File: config.mk
export PLATFORM = sky130hd
export DESIGN_NAME = prga
export DESIGN_NICKNAME = d
export VERILOG_FILES = /design/src/rtl/prga.sv
export SDC_FILE = /design/constraint.sdc
export NUM_CORES = 1
export LEC_CHECK = 0
export CORE_MARGIN = 5
export CORE_UTILIZATION = 50
export DETAILED_ROUTE_END_ITERATION = 7
export PLACE_DENSITY = 0.82
export SYNTH_ARGS = -nofsm -noshare
export SYNTH_HDL_FRONTEND = slang
export SYNTH_SLANG_ARGS = --single-unit
export TNS_END_PERCENT = 20
File: constraint.sdc
create_clock -name clk -period 3.2 [get_ports clk]
set_input_delay 0.8 -clock clk [delete_from_list [all_inputs] [get_ports clk]]
set_output_delay 0.8 -clock clk [all_outputs]
set_load 0.005 [all_outputs]
File: src/rtl/prga.sv
// ARC4 pseudo-random generation stage: decrypts one length-prefixed message using the S permutation held in s_mem.
// Optional build macro PRGA_CT_PREFETCH_EN overlaps the ciphertext read with the S[i] read.
module prga (
  input  logic       clk,
  input  logic       rst_n,
  input  logic       en,
  output logic       rdy,
  input  logic [23:0] key,
  output logic [7:0] s_addr,
  input  logic [7:0] s_rddata,
  output logic [7:0] s_wrdata,
  output logic       s_wren,
  output logic [7:0] ct_addr,
  input  logic [7:0] ct_rddata,
  output logic [7:0] pt_addr,
  input  logic [7:0] pt_rddata,
  output logic [7:0] pt_wrdata,
  output logic       pt_wren
);

  typedef enum logic [3:0] {
    IDLE, RD_LEN, RD_SI, RD_SJ, WR_SI, WR_SJ, RD_PAD, RD_CT, WR_PT, DONE
  } state_t;

  state_t     state_reg, state_next;
  logic       wait_reg, wait_next;
  logic [7:0] i_reg, j_reg, k_reg, len_reg;
  logic [7:0] si_reg, sj_reg, pad_reg, ct_reg;
  logic [7:0] pad_addr;
  logic       more;

  // Key and the plaintext read data are carried for port compatibility only.
  logic unused_inputs;
  assign unused_inputs = ^{key, pt_rddata};

  // Swapped values sum identically before and after the swap.
  assign pad_addr = si_reg + sj_reg;
  assign more     = (k_reg < len_reg);

  always_ff @(posedge clk or negedge rst_n) begin
    if (!rst_n) begin
      state_reg <= IDLE;
      wait_reg  <= 1'b0;
    end else begin
      state_reg <= state_next;
      wait_reg  <= wait_next;
    end
  end

  // Every RD_* state spends a first cycle presenting the address and a second capturing the data.
  always_comb begin
    state_next = state_reg;
    wait_next  = 1'b0;
    case (state_reg)
      IDLE:   if (en) state_next = RD_LEN;
      RD_LEN: begin
        if (!wait_reg) wait_next = 1'b1;
        else           state_next = (ct_rddata == 8'd0) ? DONE : RD_SI;
      end
      RD_SI: begin
        if (!wait_reg) wait_next = 1'b1;
        else           state_next = RD_SJ;
      end
      RD_SJ: begin
        if (!wait_reg) wait_next = 1'b1;
        else           state_next = WR_SI;
      end
      WR_SI:  state_next = WR_SJ;
      WR_SJ:  state_next = RD_PAD;
      RD_PAD: begin
        if (!wait_reg) wait_next = 1'b1;
`ifdef PRGA_CT_PREFETCH_EN
        else           state_next = WR_PT;
`else
        else           state_next = RD_CT;
`endif
      end
      RD_CT: begin
        if (!wait_reg) wait_next = 1'b1;
        else           state_next = WR_PT;
      end
      WR_PT:  state_next = more ? RD_SI : DONE;
      DONE:   state_next = IDLE;
      default: state_next = IDLE;
    endcase
  end

  always_ff @(posedge clk or negedge rst_n) begin
    if (!rst_n) begin
      i_reg   <= 8'd0;
      j_reg   <= 8'd0;
      k_reg   <= 8'd0;
      len_reg <= 8'd0;
      si_reg  <= 8'd0;
      sj_reg  <= 8'd0;
      pad_reg <= 8'd0;
      ct_reg  <= 8'd0;
    end else begin
      case (state_reg)
        IDLE: if (en) begin
          i_reg <= 8'd0;
          j_reg <= 8'd0;
          k_reg <= 8'd0;
        end
        RD_LEN: if (wait_reg) begin
          len_reg <= ct_rddata;
          if (ct_rddata != 8'd0) begin
            i_reg <= i_reg + 8'd1;
            k_reg <= k_reg + 8'd1;
          end
        end
        RD_SI: if (wait_reg) begin
          si_reg <= s_rddata;
          j_reg  <= j_reg + s_rddata;
`ifdef PRGA_CT_PREFETCH_EN
          ct_reg <= ct_rddata;
`endif
        end
        RD_SJ:  if (wait_reg) sj_reg  <= s_rddata;
        RD_PAD: if (wait_reg) pad_reg <= s_rddata;
        RD_CT:  if (wait_reg) ct_reg  <= ct_rddata;
        WR_PT: if (more) begin
          i_reg <= i_reg + 8'd1;
          k_reg <= k_reg + 8'd1;
        end
        default: ;
      endcase
    end
  end

  always_comb begin
    rdy       = (state_reg == IDLE);
    s_addr    = 8'd0;
    s_wrdata  = 8'd0;
    s_wren    = 1'b0;
    ct_addr   = 8'd0;
    pt_addr   = 8'd0;
    pt_wrdata = 8'd0;
    pt_wren   = 1'b0;
    case (state_reg)
      RD_LEN: begin
        if (wait_reg) begin
          pt_wren   = 1'b1;
          pt_wrdata = ct_rddata;
        end
      end
      RD_SI: begin
        s_addr = i_reg;
`ifdef PRGA_CT_PREFETCH_EN
        ct_addr = k_reg;
`endif
      end
      RD_SJ:  s_addr = j_reg;
      WR_SI: begin
        s_addr   = i_reg;
        s_wrdata = sj_reg;
        s_wren   = 1'b1;
      end
      WR_SJ: begin
        s_addr   = j_reg;
        s_wrdata = si_reg;
        s_wren   = 1'b1;
      end
      RD_PAD: s_addr  = pad_addr;
      RD_CT:  ct_addr = k_reg;
      WR_PT: begin
        pt_addr   = k_reg;
        pt_wrdata = ct_reg ^ pad_reg;
        pt_wren   = 1'b1;
      end
      default: ;
    endcase
  end

endmodule

---- Word level (Yosys, flattened, before mapping) ----
Index checks and enable logic that the tools add are counted.
word-level totals
  input port bits ......................... 51
  output and inout port bits .............. 43
  bits in registers ....................... 69
cells by class
  add/sub/neg operators ................... 4
  multiplexer cells ....................... 31
  bitwise operators ....................... 1
  eq/ne operators ......................... 16
  reductions and logical operators ........ 17
  $lt $le $gt $ge ......................... 1
operators by type and width
  kind                   number
  $mux W8                11
  $pmux W8 S3            3
  $pmux W8 S2            3
  $pmux W4 S9            1
  $mux W4                8
  $add A8 B1 Y8 const B  2
  $add A8 B8 Y8          2
  $eq A4 B3 Y1 const B   4
  $ne A2 B2 Y1 const B   8
  $reduce_and A2 Y1      5
  $eq A4 B2 Y1 const B   2
  $logic_not A8 Y1       1
  $lt A8 B8 Y1           1
  $reduce_bool A8 Y1     1
  $xor A8 B8 Y8          1
  $reduce_and A6 Y1      1
  $reduce_or A2 Y1       3
  $reduce_and A5 Y1      1
  $reduce_or A5 Y1       1
  $eq A4 B1 Y1 const B   1
  $eq A4 B4 Y1 const B   1
  $logic_not A4 Y1       1
  $mux W1                4
  $reduce_and A3 Y1      1
  3 further kinds        3

---- Logic depth before layout (Yosys ltp) ----
Gate-level depths: netlist of the first run.
  depth in word-level cells ............... 4
  gate-level depth with buffers ........... 8
  mapped depth without buffers ............ 8

---- Worst setup path after synthesis of the first run ----
No wires, ideal clock.
  path kind ............................... reg2out
  start point ............................. register si_reg[0]
  end point ............................... output port s_addr[6]
  stages on the path, launching flop included .. 9
  data arrival time ....................... 1773 ps
  slack ................................... 627 ps
  buffers on the path ..................... 0
  path through ............................ dfrtp_1 > ha_1 > fa_1 > a21o_1 > a21oi_1 > nor2b_1 > o21ai_0 > or3_1 > nand3_1
between the ends
  cells in the longest elaborated chain, start to end .. 2
RTL lines
  element                   line  source
  start: declaration        28    logic [7:0] si_reg, sj_reg, pad_reg, ct_reg;
  start signal: assignment  113   si_reg <= s_rddata;
  $add A8 B8 Y8             37    assign pad_addr = si_reg + sj_reg;
  $pmux W8 S3               140   case (state_reg)
  end: declaration          9     output logic [7:0] s_addr,
No other way between the ends.

---- Worst setup path after layout of the first run ----
  start point ............................. register state_reg[2]
  end point ............................... output port pt_wrdata[3]
between the ends
  cells in the longest elaborated chain, start to end .. 2
  elaborated cells between the ends (all ways) .. 3
RTL lines
  element                                       line  source
  start: declaration                            25    state_t state_reg, state_next;
  start signal: assignment                      45    state_reg <= state_next;
  $eq A4 B4 Y1 or $eq A4 B1 Y1 (tied branches)  140
  $pmux W8 S2 (*)                               140
  end: declaration                              17    output logic [7:0] pt_wrdata,
Every way passes the cells marked *; elsewhere a longest branch is shown, timed or not.

==> impl_metrics.yaml, run 1 <==
setup_path:
  cp.arrival_ps: 2350
  cp_data_required_time_ps: 2400
  rr_startpoint: "k_reg[5]"
  cp-end-kind: "output pin"
  r2r_end: "i_reg[1]"
  cp_max_fo: 14
  startpoint_type: "flop"
  crit_start: "state_reg[2]"
  path_class: "flop to output pin"
  r2r_setup_slack_ps: 890
  endpoint: "pt_wrdata[3]"
  rr_worst_depth: 6
cts:
  cts_sinks: 69
  clock-root-buffer: "clkbuf_8"
  clockBufferDepth: 2
  cts_made_buffers: 9
  clk_latency_ps: 350
  cts.clk_slew.worst_paths_ps: 80
  cts_tree: "built"
  htreeDepth: 3
power:
  peakVddDrop_mv: 0.6311
  powerDensity_mw_per_mm2: 984.3
  power.leakage_nw: 2.429
layout:
  final_util: 0.6554
  diodes: 0
  layout-drive-gt1-share: 0.1608
  syn_to_final_growth_pct: 26.40
  finish.net_count: 612
  fin_cells: 646
floorplanning:
  io_pins: 94
  dieArea_sq_mm: 0.01056
  rows: 33
  die_x_microns: 102.8
  die_h_microns: 102.8
  core-area_sq_mm: 0.008299
  start_util: 0.5185
sta:
  final-max-slew-violation-count: 0
  worst_slew_pin_slew_ps: 719.7
  timing.final.hold_violations: 0
  setup_tns_ps: 0
  clock-skew-final_ps: 9.542
  fmax_mhz: 317.1
  setup_ws_ps: 46.85
  finalSetupViolCount: 0
  finalCritPeriodShare: 0.9854
  finalCriticalPeriod_ps: 3153
  rsz0062_at_grt: "true"
  slew_headroom: 0.5202
grt:
  use_met1: 0.2988
  grt-ovfl-total: 0
  gr-usage-all-layers: 0.2312
  grt_pass1_wl_microns: 18920
  grt.met2_usage: 0.3833
  met3_usage: 0.03112
  grt_max_degree: 39
  grt_busiest_layer: "met2"
  grt_antenna_before_repair: 0
  grt_pass1_vias: 3826
drt:
  wirelength_microns: 11730
  drtAntennaViolNets: 0
  drt-wirelength-per-cell_microns: 18.15
  via_count: 3790
  drt_iter0_markers: 307
  viasPerCell: 5.867
  drc: 0
  drtPass1Iterations: 5
place:
  place_congestion: 0.9142
  pre_cts_slack_ps: -45.07
  dp_hpwl_microns: 8573
  port_buffers: 61
  dp_cells: 627
synthesis:
  synthesis.nets: 537
  synth-edff-count: 0
  ys_seq_area_frac: 0.4013
  ys.warnings.count: 0
  synthMostInstantiatedCell: "dfrtp_1"
  yosys-top-cells-area: "dfrtp_1, ha_1, mux2_2, nand2_1, o21ai_0"
  ys.flop_type: "dfrtp_1"
  synth_cell_types: 58
  netlist_area_sq_mm: 0.004303
  async_reset_ff_frac: 1.000
  ys_ff_latch: 69
  synth_top_cell_by_area: "dfrtp_1"
  synth_cells: 461
  syn-mean-instance-area_sq_um: 9.334
  yosys-top-cells-count: "dfrtp_1, nand2_1, nor2_1, o21ai_0, inv_1"
  yosysTopAreaCellShare: 0.4013
job:
  max-cap-violations: 0
status:
  status: "finished clean"
worst_hold_path:
  hp-class: "primary input to async pin"
-- where the power goes --
| part | switching [W] | internal, W |
|---|---|---|
| sequential | 0.000412 | 0.00126 |
| clock | 0.000341 | 0.000463 |
| combinational | 0.00145 | 0.00143 |
-- per-stage QoR --
stage | total power [W] | hold slack (ps) | instance area, sq um
5_1_grt | 0.005737 | 543.1 | 5439
4_1_cts | 0.005203 | 508.4 | 5358
3_5_place_dp | 0.004327 | 493.9 | 5107
6_report | 0.005353 | 502.6 | 5439
2_1_floorplan | 0.003391 | 474.1 | 4303
3_3_place_gp | 0.004179 | 491.6 | 5107
-- final cells by class --
cell class / instances / area (sq um)
Timing Repair Buffer: 85 / 804.5
Fill cell: 612 / 2860
Tap cell: 105 / 131.4
Clock buffer: 11 / 141.4
Sequential cell: 69 / 1732
Multi-Input combinational cell: 343 / 2442
Clock inverter: 5 / 82.58
Inverter: 28 / 105.1
-- worst min-delay path by stage --
stage / from / to / slack, ps / cells past startpoint
5_1_grt: si_reg[2] / si_reg[2] / 540 / 2
2_1_floorplan: si_reg[0] / si_reg[0] / 470 / 2
3_5_place_dp: si_reg[2] / si_reg[2] / 490 / 2
6_report: rst_n / sj_reg[5] / 500 / 1
4_1_cts: rst_n / sj_reg[5] / 510 / 1
3_3_place_gp: len_reg[0] / len_reg[0] / 490 / 1
-- logic make-up after synthesis --
group / Yosys count / share of synthesized area
buffers and inverters: 49 / 0.04827
flip-flops: 69 / 0.4013
adder cells (fa/ha/maj): 25 / 0.07619
AO/OA/AOI/OAI: 103 / 0.1564
multiplexers: 38 / 0.09567
AND/OR/NAND/NOR: 154 / 0.1753
XOR/XNOR: 23 / 0.04682
-- routing by layer --
| layer | wire length [microns] | share of wire | vias up |
|---|---|---|---|
| met5 | 0 | 0 | - |
| met4 | 346 | 0.030 | 0 |
| met3 | 619 | 0.053 | 33 |
| met2 | 5962 | 0.51 | 146 |
| met1 | 4797 | 0.41 | 1832 |
| li1 | - | - | 1779 |
-- worst max-delay path: stages, from the launching register on --
cell             delay (ps)
dfrtp_2                 500
nor2_1                  240
nand3b_1                280
buf_6                   250
o21ai_0                 200
clkdlybuf4s50_1         540
-- placed cells by master, fill, tap and decap left out, types with 4 or more instances in the layout --
master / synthesis / layout
dfrtp_1: 69 / 65
nand2_1: 58 / 57
clkdlybuf4s50_1: 0 / 52
nor2_1: 36 / 36
inv_1: 28 / 28
o21ai_0: 30 / 27
mux2_2: 25 / 25
ha_1: 23 / 22
buf_4: 4 / 20
xnor2_1: 16 / 15
a21oi_1: 17 / 15
mux2i_1: 13 / 13
and2_1: 11 / 11
nand3_1: 11 / 11
clkbuf_8: 0 / 10
o22ai_1: 9 / 9
xor2_1: 7 / 7
o211ai_1: 7 / 7
and3_1: 7 / 6
a22oi_1: 5 / 5
nor2b_1: 6 / 5
nor3_1: 6 / 5
dfrtp_2: 0 / 4
-- what timing repair did --
action,4_1_cts,5_1_grt
pin swaps,5,10
setup buffers,0,3
gates resized for setup,16,22
endpoints found under the setup margin,11,25
hold buffers,0,0
Note: power is estimated with default switching activity, not from simulation.
==> run 2, diff against run 1 <==
- CTS_CLUSTER_DIAMETER: unset -> 80
==> results of run 2 <==
The final DEF is identical to that of run 1; final timing and power are the same.
==> run 3, diff against run 2 <==
- SKIP_CTS_REPAIR_TIMING: unset -> 1
==> run 3 against run 2 <==
The flow now finishes with violations (negative setup slack). Hold slack better by 4.9 ps. Core utilization grew 0.060 points. Power about the same. Worst setup slack worse by 260 ps. Global-route usage shrank 0.23 points.
==> impl_metrics.yaml, run 3 (synthesized netlist as in run 1, its figures left out) <==
grt:
  grt_busiest_layer: "met2"
  use_met1: 0.3010
  met3_usage: 0.02706
  grt_max_degree: 39
  grt.met2_usage: 0.3838
  grt-ovfl-total: 0
  grt_pass1_wl_microns: 18770
  grt_pass1_vias: 3795
  grt_antenna_before_repair: 0
  gr-usage-all-layers: 0.2290
power:
  powerDensity_mw_per_mm2: 984.3
  peakVddDrop_mv: 0.6132
  seqPwrFrac: 0.311
  switching_share: 0.4097
  power.leakage_nw: 2.529
  switchingPower_w: 0.002196
  cellInternalPower_w: 0.003163
  clkPwrFrac: 0.151
  combinationalPowerShare: 0.538
cts:
  cts_sinks: 69
  cts_tree: "built"
  htreeDepth: 3
  clk_latency_ps: 350
  clockBufferDepth: 2
  cts.clk_slew.worst_paths_ps: 70
  clock-root-buffer: "clkbuf_8"
  cts_made_buffers: 9
sta:
  finalCritPeriodShare: 1.067
  slew_headroom: 0.5148
  final-max-slew-violation-count: 0
  rsz0062_at_grt: "true"
  finalHoldWorstSlack_ps: 507.5
  worst_slew_pin_slew_ps: 727.7
  setup_tns_ps: -334.2
  clock-skew-final_ps: 10.54
  finalCriticalPeriod_ps: 3415
  timing.final.hold_violations: 0
  fmax_mhz: 292.9
  setup_ws_ps: -214.5
  finalSetupViolCount: 2
setup_path:
  cp.arrival_ps: 2610
  startpoint_type: "flop"
  cp_data_required_time_ps: 2400
  path_class: "flop to output pin"
  cp-end-kind: "output pin"
  cp_max_fo: 2
layout:
  final_cell_area_sq_mm: 0.005444
  diodes: 0
  mostFrequentLayoutCells: "dfrtp_1, nand2_1, clkdlybuf4s50_1, nor2_1"
  layout-drive-gt1-share: 0.1540
  layout_commonest_cell: "dfrtp_1"
  syn_to_final_growth_pct: 26.52
  finish.net_count: 610
drt:
  drtPass1Iterations: 6
  drtAntennaViolNets: 0
  via_count: 3787
  drt_iter0_markers: 273
  viasPerCell: 5.880
  wirelength_microns: 11740
  drt-wirelength-per-cell_microns: 18.23
  drc: 0
job:
  max-cap-violations: 0
floorplanning:
  die_h_microns: 102.8
  core-area_sq_mm: 0.008299
  dieArea_sq_mm: 0.01056
  die_x_microns: 102.8
  io_pins: 94
  start_util: 0.5185
  rows: 33
status:
  status: "complete, but fails checks"
  violations: "negative setup slack"
place:
  place_congestion: 0.9142
  port_buffers: 61
  post_dp_cell_area_sq_mm: 0.005107
  dp_hpwl_microns: 8573
worst_hold_path:
  hp-class: "primary input to async pin"
run 3: changes by cell type in the layout (fill, tap and decap cells not counted), sizes merged:
cell,before,now
clkdlybuf4s50,52,50
dlymetal6s2s,3,10
buf,26,23
dlygate4sd2,2,0
clkdlybuf4s15,1,0
clkbuf,12,11
run 3: worst paths after layout:
| check | from | end | slack, ps | depth (start not counted) |
|---|---|---|---|---|
| min reg2reg | si_reg[2] | si_reg[2] | 520 | 2 |
| max in group asynchronous | rst_n | state_reg[2] | 2030 | 2 |
| max reg2reg | k_reg[5] | i_reg[1] | 880 | 6 |
| min | rst_n | sj_reg[5] | 510 | 1 |
| max | si_reg[1] | s_addr[7] | -210 | 8 |
| min in group clk | si_reg[2] | si_reg[2] | 520 | 2 |
run 3: power groups by stage:
| stage | combinational (W) | clock [W] | sequential [W] |
|---|---|---|---|
| after floorplan | 0.00190 | 0 | 0.00149 |
| after global placement | 0.00256 | 0 | 0.00162 |
| after detailed placement | 0.00268 | 0 | 0.00165 |
| after CTS | 0.00271 | 0.000818 | 0.00163 |
| after global routing | 0.00317 | 0.000851 | 0.00171 |
| final | 0.00288 | 0.000811 | 0.00167 |
run 3: per-stage QoR:
stage	std cells	util	worst slack [ps]	total power (W)
3_3_place_gp	627	0.6154	86.06	0.004179
2_1_floorplan	461	-	626.8	0.003391
4_1_cts	643	0.6424	-473.1	0.005160
5_1_grt	644	0.6560	-305.2	0.005731
3_5_place_dp	627	0.6154	-45.07	0.004327
6_report	644	0.6560	-214.5	0.005359
run 3: critical path: stages (launching register included):
cell and delay, ps:
dfrtp_1 400, ha_1 310, a21oi_2 160, nor2b_1 80, o31a_1 300, o41ai_4 250, xnor2_1 110, o21ai_1 150
clkdlybuf4s50_1 520
run 3: cell type report:
| cell class | count | area, sq um |
|---|---|---|
| Fill cell | 616 | 2855 |
| Timing Repair Buffer | 83 | 819.5 |
| Clock inverter | 5 | 82.58 |
| Clock buffer | 11 | 141.4 |
| Multi-Input combinational cell | 343 | 2432 |
| Sequential cell | 69 | 1732 |
| Tap cell | 105 | 131.4 |
| Inverter | 28 | 105.1 |
run 3: per-layer routing:
metal | vias up | routed length (microns)
li1 | 1772 | -
met1 | 1837 | 5018
met2 | 146 | 5883
met3 | 32 | 497
met4 | 0 | 343
met5 | - | 0
